[config.mk]
export PLATFORM = sky130hd
export DESIGN_NAME = load_datapath_ctrl
export DESIGN_NICKNAME = d
export VERILOG_FILES = /design/src/rtl/load_datapath_ctrl.sv
export SDC_FILE = /design/constraint.sdc
export NUM_CORES = 1
export LEC_CHECK = 0
export ABC_AREA = 1
export CORE_UTILIZATION = 30
export DETAILED_ROUTE_END_ITERATION = 16
export SYNTH_ARGS = -nofsm -noshare
export SYNTH_HDL_FRONTEND = slang
export SYNTH_SLANG_ARGS = --single-unit
[constraint.sdc]
create_clock -name clk -period 1.65 [get_ports clk]
set_input_delay 0.495 -clock clk [delete_from_list [all_inputs] [get_ports clk]]
set_output_delay 0.495 -clock clk [all_outputs]
set_load 0.05 [all_outputs]
[src/rtl/load_datapath_ctrl.sv]
// Load datapath controller: accepts one load, issues a word-aligned memory
// read, waits for the variable-latency response, then extracts and extends
// the addressed byte/halfword/word and hands it to writeback. Misaligned,
// illegal-type and timed-out loads complete with a fault code instead.
module load_datapath_ctrl #(
    parameter int TIMEOUT_CYCLES = 16,
    parameter bit TIMEOUT_EN     = 1'b1
) (
    input  logic        clk,
    input  logic        rst_n,
    input  logic        req_valid,
    output logic        req_ready,
    input  logic [2:0]  load_type,
    input  logic [31:0] addr,
    input  logic [4:0]  rd,
    output logic        mem_req_valid,
    input  logic        mem_req_ready,
    output logic [31:0] mem_addr,
    input  logic        mem_rsp_valid,
    input  logic [31:0] mem_rsp_data,
    output logic        wb_valid,
    input  logic        wb_ready,
    output logic [31:0] wb_data,
    output logic [4:0]  wb_rd,
    output logic [1:0]  wb_fault
);

    localparam int CW = (TIMEOUT_CYCLES > 2) ? $clog2(TIMEOUT_CYCLES) : 1;
    localparam logic [CW-1:0] COUNT_LAST = CW'(TIMEOUT_CYCLES - 1);

    localparam logic [2:0] LT_LB  = 3'b000;
    localparam logic [2:0] LT_LH  = 3'b001;
    localparam logic [2:0] LT_LW  = 3'b010;
    localparam logic [2:0] LT_LBU = 3'b100;
    localparam logic [2:0] LT_LHU = 3'b101;

    localparam logic [1:0] FAULT_OK        = 2'b00;
    localparam logic [1:0] FAULT_MISALIGN  = 2'b01;
    localparam logic [1:0] FAULT_TIMEOUT   = 2'b10;
    localparam logic [1:0] FAULT_ILLEGAL   = 2'b11;

    typedef enum logic [1:0] {
        IDLE = 2'b00,
        REQ  = 2'b01,
        WAIT = 2'b10,
        RESP = 2'b11
    } state_t;

    state_t         state_reg;
    logic [2:0]     type_reg;
    logic [1:0]     off_reg;
    logic [CW-1:0]  count_reg;

    logic           illegal;
    logic           misaligned;
    logic [7:0]     byte_sel;
    logic [15:0]    half_sel;
    logic [31:0]    ext_data;

    // Only ready when no transaction is in flight.
    assign req_ready = (state_reg == IDLE);

    // Classify the incoming request; illegal type is checked before alignment.
    always_comb begin
        illegal    = 1'b1;
        misaligned = 1'b0;
        case (load_type)
            LT_LB, LT_LBU: illegal = 1'b0;
            LT_LH, LT_LHU: begin
                illegal    = 1'b0;
                misaligned = addr[0];
            end
            LT_LW: begin
                illegal    = 1'b0;
                misaligned = (addr[1:0] != 2'b00);
            end
            default: illegal = 1'b1;
        endcase
    end

    // Pick the addressed lane from the returned word and extend it.
    always_comb begin
        byte_sel = 8'h00;
        case (off_reg)
            2'd0: byte_sel = mem_rsp_data[7:0];
            2'd1: byte_sel = mem_rsp_data[15:8];
            2'd2: byte_sel = mem_rsp_data[23:16];
            2'd3: byte_sel = mem_rsp_data[31:24];
            default: byte_sel = 8'h00;
        endcase
        half_sel = off_reg[1] ? mem_rsp_data[31:16] : mem_rsp_data[15:0];
        ext_data = 32'h0000_0000;
        case (type_reg)
            LT_LB:   ext_data = {{24{byte_sel[7]}}, byte_sel};
            LT_LBU:  ext_data = {24'h000000, byte_sel};
            LT_LH:   ext_data = {{16{half_sel[15]}}, half_sel};
            LT_LHU:  ext_data = {16'h0000, half_sel};
            LT_LW:   ext_data = mem_rsp_data;
            default: ext_data = 32'h0000_0000;
        endcase
    end

    // Control FSM with all handshake and result outputs registered.
    always_ff @(posedge clk or negedge rst_n) begin
        if (!rst_n) begin
            state_reg     <= IDLE;
            type_reg      <= 3'b000;
            off_reg       <= 2'b00;
            count_reg     <= '0;
            mem_req_valid <= 1'b0;
            mem_addr      <= 32'h0000_0000;
            wb_valid      <= 1'b0;
            wb_data       <= 32'h0000_0000;
            wb_rd         <= 5'd0;
            wb_fault      <= FAULT_OK;
        end else begin
            case (state_reg)
                IDLE: begin
                    if (req_valid) begin
                        type_reg <= load_type;
                        off_reg  <= addr[1:0];
                        wb_rd    <= rd;
                        if (illegal) begin
                            wb_fault  <= FAULT_ILLEGAL;
                            wb_data   <= 32'h0000_0000;
                            wb_valid  <= 1'b1;
                            state_reg <= RESP;
                        end else if (misaligned) begin
                            wb_fault  <= FAULT_MISALIGN;
                            wb_data   <= 32'h0000_0000;
                            wb_valid  <= 1'b1;
                            state_reg <= RESP;
                        end else begin
                            mem_addr      <= {addr[31:2], 2'b00};
                            mem_req_valid <= 1'b1;
                            state_reg     <= REQ;
                        end
                    end
                end
                REQ: begin
                    if (mem_req_ready) begin
                        mem_req_valid <= 1'b0;
                        count_reg     <= '0;
                        state_reg     <= WAIT;
                    end
                end
                WAIT: begin
                    // A response arriving on the timeout cycle still wins.
                    if (mem_rsp_valid) begin
                        wb_data   <= ext_data;
                        wb_fault  <= FAULT_OK;
                        wb_valid  <= 1'b1;
                        state_reg <= RESP;
                    end else if (TIMEOUT_EN && (count_reg == COUNT_LAST)) begin
                        wb_data   <= 32'h0000_0000;
                        wb_fault  <= FAULT_TIMEOUT;
                        wb_valid  <= 1'b1;
                        state_reg <= RESP;
                    end else begin
                        count_reg <= count_reg + 1'b1;
                    end
                end
                RESP: begin
                    if (wb_ready) begin
                        wb_valid  <= 1'b0;
                        state_reg <= IDLE;
                    end
                end
                default: state_reg <= IDLE;
            endcase
        end
    end

endmodule
==> flow_summary.toml, run 1 <==
[outcome]
failed_checks = "negative setup slack"
status = "complete, but fails checks"

[power_and_ir_drop]
ir_drop_mv = 1.05
power_frac_seq = 0.250
p_clk_frac = 0.134
pwr_density_cell_nw_per_um2 = 2160
swShare = 0.450
power.leakage_nw = 3.44
intPower_mw = 8.32
power_frac_comb = 0.617
p_sw_mw = 6.81

[placement]
dp_hpwl_mm = 9.47
gp_congestion = 0.870
io_buffers = 149
place_inst = 853

[sta]
period_share = 1.02
final-max-slew-violation-count = 0
fmax_mhz = 595
rsz0062_at_grt = "yes"
setup_ws_ns = -0.0314
tns_ns = -0.0314
setup_violations = 1
skew_ns = 0.00940
final-hold-violation-count = 0
finalCriticalPeriod_ns = 1.68

[synthesis]
syn_avg_cell_area_um2 = 7.80
ys_top_cells_by_area = "dfrtp_1 (51%), nand2_1 (25%), nand3_1 (5.1%)"
synth-seq-cells = 82
yosys.cell_types.count = 29
synthCells = 518
synth_area_um2 = 4040
yosysWarnings = 0
synth_top_area_frac = 0.508
seq_area_frac_synth = 0.508
yosys.area.top_type = "dfrtp_1"

[drt]
vias_per_cell = 4.62
drc = 0
num_vias = 4031
dr.pass1.iters = 4
postRouteAntennaNets = 0
drt_wl_total_mm = 12.3
wire_per_inst_um = 14.1
drt_iter0_markers = 235

[clock_tree]
cts_buffers = 9
cts_tree = "done"
cts_sinks = 82
clk_pin_slew_ns = 0.06
cts-root-buf = "clkbuf_16"
cts_max_path_buffers = 2
clk-insertion-delay-late_ns = 0.36
htree_levels = 3
hold_buffers = 0

[critical_path]
crit_required_ns = 1.15
path_cells = "inv_2 -> ha_4 -> buf_12"
path_class = "reg -> out"
worstSetupStartpointType = "register"
crit_fanout = 4
end_kind = "primary output"
cpMaxStageDelayCell = "dfrtp_2"
critPathMaxStageDelay_ns = 0.44
startpoint = "state_reg[1]"
r2r_start = "state_reg[1]"
crit_arrival_ns = 1.19

[final_layout]
largest_reg_flops = 32
stdcell_count = 873
reg_top3 = "wb_data: 32 flops, mem_addr: 30 flops, wb_rd: 5 flops"
layout.nets = 774
largest-register = "wb_data"
final_common_cell = "nand2_1"
final_cell_mix = "nand2_1 (265), dfrtp_1 (81), buf_12 (79)"
synthToLayoutAreaGrowth_pct = 73.3
drive_above_1_share = 0.221
fillerInstances = 1212

[die]
rows = 42
coreArea_um2 = 13200
die_w_um = 118
ios = 152
dieArea_um2 = 13900
die_y_um = 118
initial_core_util = 0.306

[global_route]
grt_overflow = 0
grt_pass1_vias = 4206
grt_max_degree = 34
grt_pass1_wl_mm = 20.1
antenna_found_initial = 1
track_usage = 0.186

[job]
drv_cap = 0

[worst_hold_path]
hold_path.class = "in -> async"
[power by group through the flow]
stage	combinational [mW]	sequential (mW)	clock, mW
floorplan	2.66	5.79	0
global route	9.92	3.89	2.16
detailed placement	9.27	3.80	0
global placement	9.14	3.78	0
CTS	9.34	3.79	2.07
finish	9.33	3.78	2.02
[critical path, delay by kind of cell (launching register included)]
| kind | cells | cell delay (ns) |
|---|---|---|
| flip-flops | 1 | 0.44 |
| buffers and inverters | 2 | 0.23 |
| adder cells (fa/ha/maj) | 1 | 0.16 |
[cell families after synthesis]
kind of cell	share of synthesized area
DFF	0.508
adders and majority gates	0.0155
xor gates and xnor gates	0.00217
muxes	0.0139
and+or+nand+nor	0.330
other	0.000928
buffers and inverters	0.0641
AOI/OAI and AO/OA	0.0653
[metal layers]
| metal | GRT usage | part of all wire | up-vias |
|---|---|---|---|
| li1 | - | - | 1976 |
| met1 | 0.217 | 0.42 | 1861 |
| met2 | 0.296 | 0.46 | 174 |
| met3 | 0.0741 | 0.099 | 20 |
| met4 | 0.0946 | 0.022 | 0 |
| met5 | 0 | 0 | - |
[through the flow]
stage / utilization / hold slack [ns] / total power, mW / setup WS (ns) / cell area [µm²]
after global routing: 0.531 / 0.0886 / 16.0 / -0.0709 / 7000
after global placement: 0.505 / 0.446 / 12.9 / -0.396 / 6660
after floorplan: - / 0.199 / 8.45 / 0.0252 / 4060
final: 0.531 / 0.0623 / 15.1 / -0.0314 / 7000
after CTS: 0.528 / 0.0686 / 15.2 / -0.0160 / 6960
after detailed placement: 0.505 / 0.453 / 13.1 / -0.443 / 6660
[cell type report]
type,count,area (µm²),area share
Antenna cell,1,2.50,0.000357
Clock buffer,12,236,0.0338
Clock inverter,4,52.6,0.00750
Inverter,28,105,0.0150
Multi-Input combinational cell,387,1780,0.254
Sequential cell,82,2050,0.293
Tap cell,176,220,0.0314
Timing Repair Buffer,183,2560,0.365
[cell usage after synthesis (all sizes together)]
cell type,number
a31oi,1
dfrtp,82
a21oi,4
nor2,13
inv,28
o31ai,1
buf,17
o21a,1
o211ai,3
nor3,1
mux2,5
clkbuf,5
nand2,269
nand3,42
conb,1
nand3b,1
o21bai,2
o21ai,34
nand4,2
xnor2,1
ha,5
[worst paths after layout]
kind	cells past startpoint	end	slack [ns]
min	1	wb_data[13]	0.06
max in group asynchronous	2	wb_data[16]	1.07
max	3	req_ready	-0.03
min in group clk	1	count_reg[3]	0.48
max reg2reg	11	wb_data[15]	0.03
min reg2reg	1	count_reg[3]	0.48
[what timing repair did]
| action | in CTS | in global routing |
|---|---|---|
| gates resized for setup | 6 | 14 |
| endpoints found under the setup margin | 33 | 67 |
| setup buffers | 3 | 0 |
| pin swaps | 1 | 0 |
| endpoints found under the hold margin | 0 | 0 |
No activity file was read; power rests on OpenSTA's default activity.
==> inputs of run 2 (changes only) <==
--- a/config.mk
+++ b/config.mk
@@ -8,6 +8,7 @@
 export ABC_AREA = 1
 export CORE_UTILIZATION = 30
 export DETAILED_ROUTE_END_ITERATION = 16
+export GPL_TIMING_DRIVEN = 0
 export SYNTH_ARGS = -nofsm -noshare
 export SYNTH_HDL_FRONTEND = slang
 export SYNTH_SLANG_ARGS = --single-unit
==> run 2 against run 1 <==
The run still ends with negative setup slack left. Clock-buffer cell count up 1. Total power down 12%. Die area unchanged. Non-clock buffer count grew 13. Sequential share of layout area grew 2.1 points. Critical path depth unchanged. Global-route usage down 0.097 points. Combinational power decreased by 15%. Worst setup slack lost 0.032 ns. Critical endpoint unchanged. Largest power group unchanged. Highest routed layer unchanged.
==> flow_summary.toml, run 2 (synthesis gave the netlist of run 1 again) <==
[critical_path]
cpMaxStageDelayCell = "dfrtp_1"
critPathMaxStageDelay_ns = 0.43
path_delay_family = "flip-flops"
path_cells = "inv_2 -> ha_4 -> buf_8"
crit_arrival_ns = 1.22
r2r_start = "state_reg[1]"
path_buf_inv = 2
startpoint = "state_reg[1]"
worstSetupStartpointType = "register"
end_kind = "primary output"
crit_required_ns = 1.15
path_class = "reg -> out"
crit_fanout = 7

[drt]
vias_per_cell = 4.58
drt_wl_total_mm = 12.3
drc = 0
drt_iter0_markers = 208
postRouteAntennaNets = 0
wire_per_inst_um = 13.9
num_vias = 4056
dr.pass1.iters = 4

[sta]
final-max-slew-violation-count = 0
finalCriticalPeriod_ns = 1.71
final-hold-violation-count = 0
rsz0062_at_grt = "yes"
setup_ws_ns = -0.0638
fmax_mhz = 583
tns_ns = -0.103
setup_violations = 7
skew_ns = 0.00979
period_share = 1.04

[die]
initial_core_util = 0.306
die_w_um = 118
dieArea_um2 = 13900
die_y_um = 118
rows = 42
coreArea_um2 = 13200
ios = 152

[global_route]
track_usage = 0.185
grt_overflow = 0
grt_pass1_wl_mm = 20.2
grt_max_degree = 50
antenna_found_initial = 1
grt_pass1_vias = 4150

[clock_tree]
cts-root-buf = "clkbuf_16"
hold_buffers = 0
cts_tree = "done"
clk-insertion-delay-late_ns = 0.35
cts_max_path_buffers = 2
cts_sinks = 82
clk_pin_slew_ns = 0.06
cts_buffers = 9
htree_levels = 3

[final_layout]
final_cell_mix = "nand2_1 (236), dfrtp_1 (82), clkdlybuf4s50_1 (72)"
final_common_cell = "nand2_1"
drive_above_1_share = 0.277
utilization = 0.496
largest_reg_flops = 32
largest-register = "wb_data"
synthToLayoutAreaGrowth_pct = 61.8
stdcell_count = 885
layout.nets = 787
final_cell_area_um2 = 6540
reg_top3 = "wb_data: 32 flops, mem_addr: 30 flops, wb_rd: 5 flops"
fillerInstances = 1291

[power_and_ir_drop]
ir_drop_mv = 0.957
power.leakage_nw = 3.22
pwr_density_cell_nw_per_um2 = 2050

[placement]
gp_congestion = 0.878
pre_cts_slack_ns = -0.587
io_buffers = 149
place_inst = 845
dp_hpwl_mm = 9.02
place_area_um2 = 5800

[outcome]
status = "complete, but fails checks"
failed_checks = "negative setup slack"

[worst_hold_path]
hold_path.class = "in -> async"

[job]
drv_cap = 0
run 2: worst reg2reg max path: stages, from the launching register on:
cell and delay [ns]:
dfrtp_1 0.43, ha_4 0.21, inv_4 0.06, nor2_4 0.03, nand2_2 0.07, inv_2 0.05, nor2_4 0.13, nand3_4 0.10
nor2_4 0.23, buf_6 0.17, nand2_2 0.06, nand2_2 0.06
run 2: stage by stage:
stage          hold WS (ns)  power [mW]
2_1_floorplan         0.199        8.45
3_3_place_gp          0.450        10.8
3_5_place_dp          0.464        10.9
4_1_cts              0.0993        13.1
5_1_grt               0.125        14.2
6_report             0.0914        13.4
run 2: report_power, final:
group | leakage (nW) | switching [mW] | internal, mW
combinational | 2.01 | 5.20 | 2.72
clock | 0.152 | 0.793 | 1.29
sequential | 1.07 | 0.545 | 2.83
run 2: metal layers:
layer  vias to the layer above  GRT usage  share of wire
met5                         -          0              0
met4                         0     0.0593          0.017
met3                        20     0.0770          0.089
met2                       151      0.288           0.45
met1                      1882      0.233           0.44
li1                       2003          -              -
run 2: worst paths after layout:
path	to	slack [ns]	cells past startpoint
worst min register to register	mem_addr[6]	0.48	2
min in group clk	mem_addr[6]	0.48	2
max in group asynchronous	mem_addr[24]	0.94	2
worst max register to register	wb_data[16]	-0.02	11
worst max-delay path	req_ready	-0.06	3
worst min-delay path	wb_data[12]	0.09	1
run 2: repair_timing:
action | 4_1_cts | 5_1_grt
setup buffers | 14 | 7
endpoints found under the setup margin | 136 | 70
pin swaps | 3 | 15
hold endpoints to repair | 0 | 0
cloned | 2 | 1
resized for setup | 249 | 47
run 2: final cells by class:
cell class / instances / area [µm²] / share of cell area
sequential: 82 / 2050 / 0.314
antenna: 1 / 2.50 / 0.000383
clock inverter: 2 / 35.0 / 0.00536
multi-input combinational: 387 / 1860 / 0.285
tap: 176 / 220 / 0.0337
clock buffer: 13 / 270 / 0.0413
timing repair buffer: 174 / 1810 / 0.277
inverter: 28 / 108 / 0.0165
buffer: 22 / 180 / 0.0276
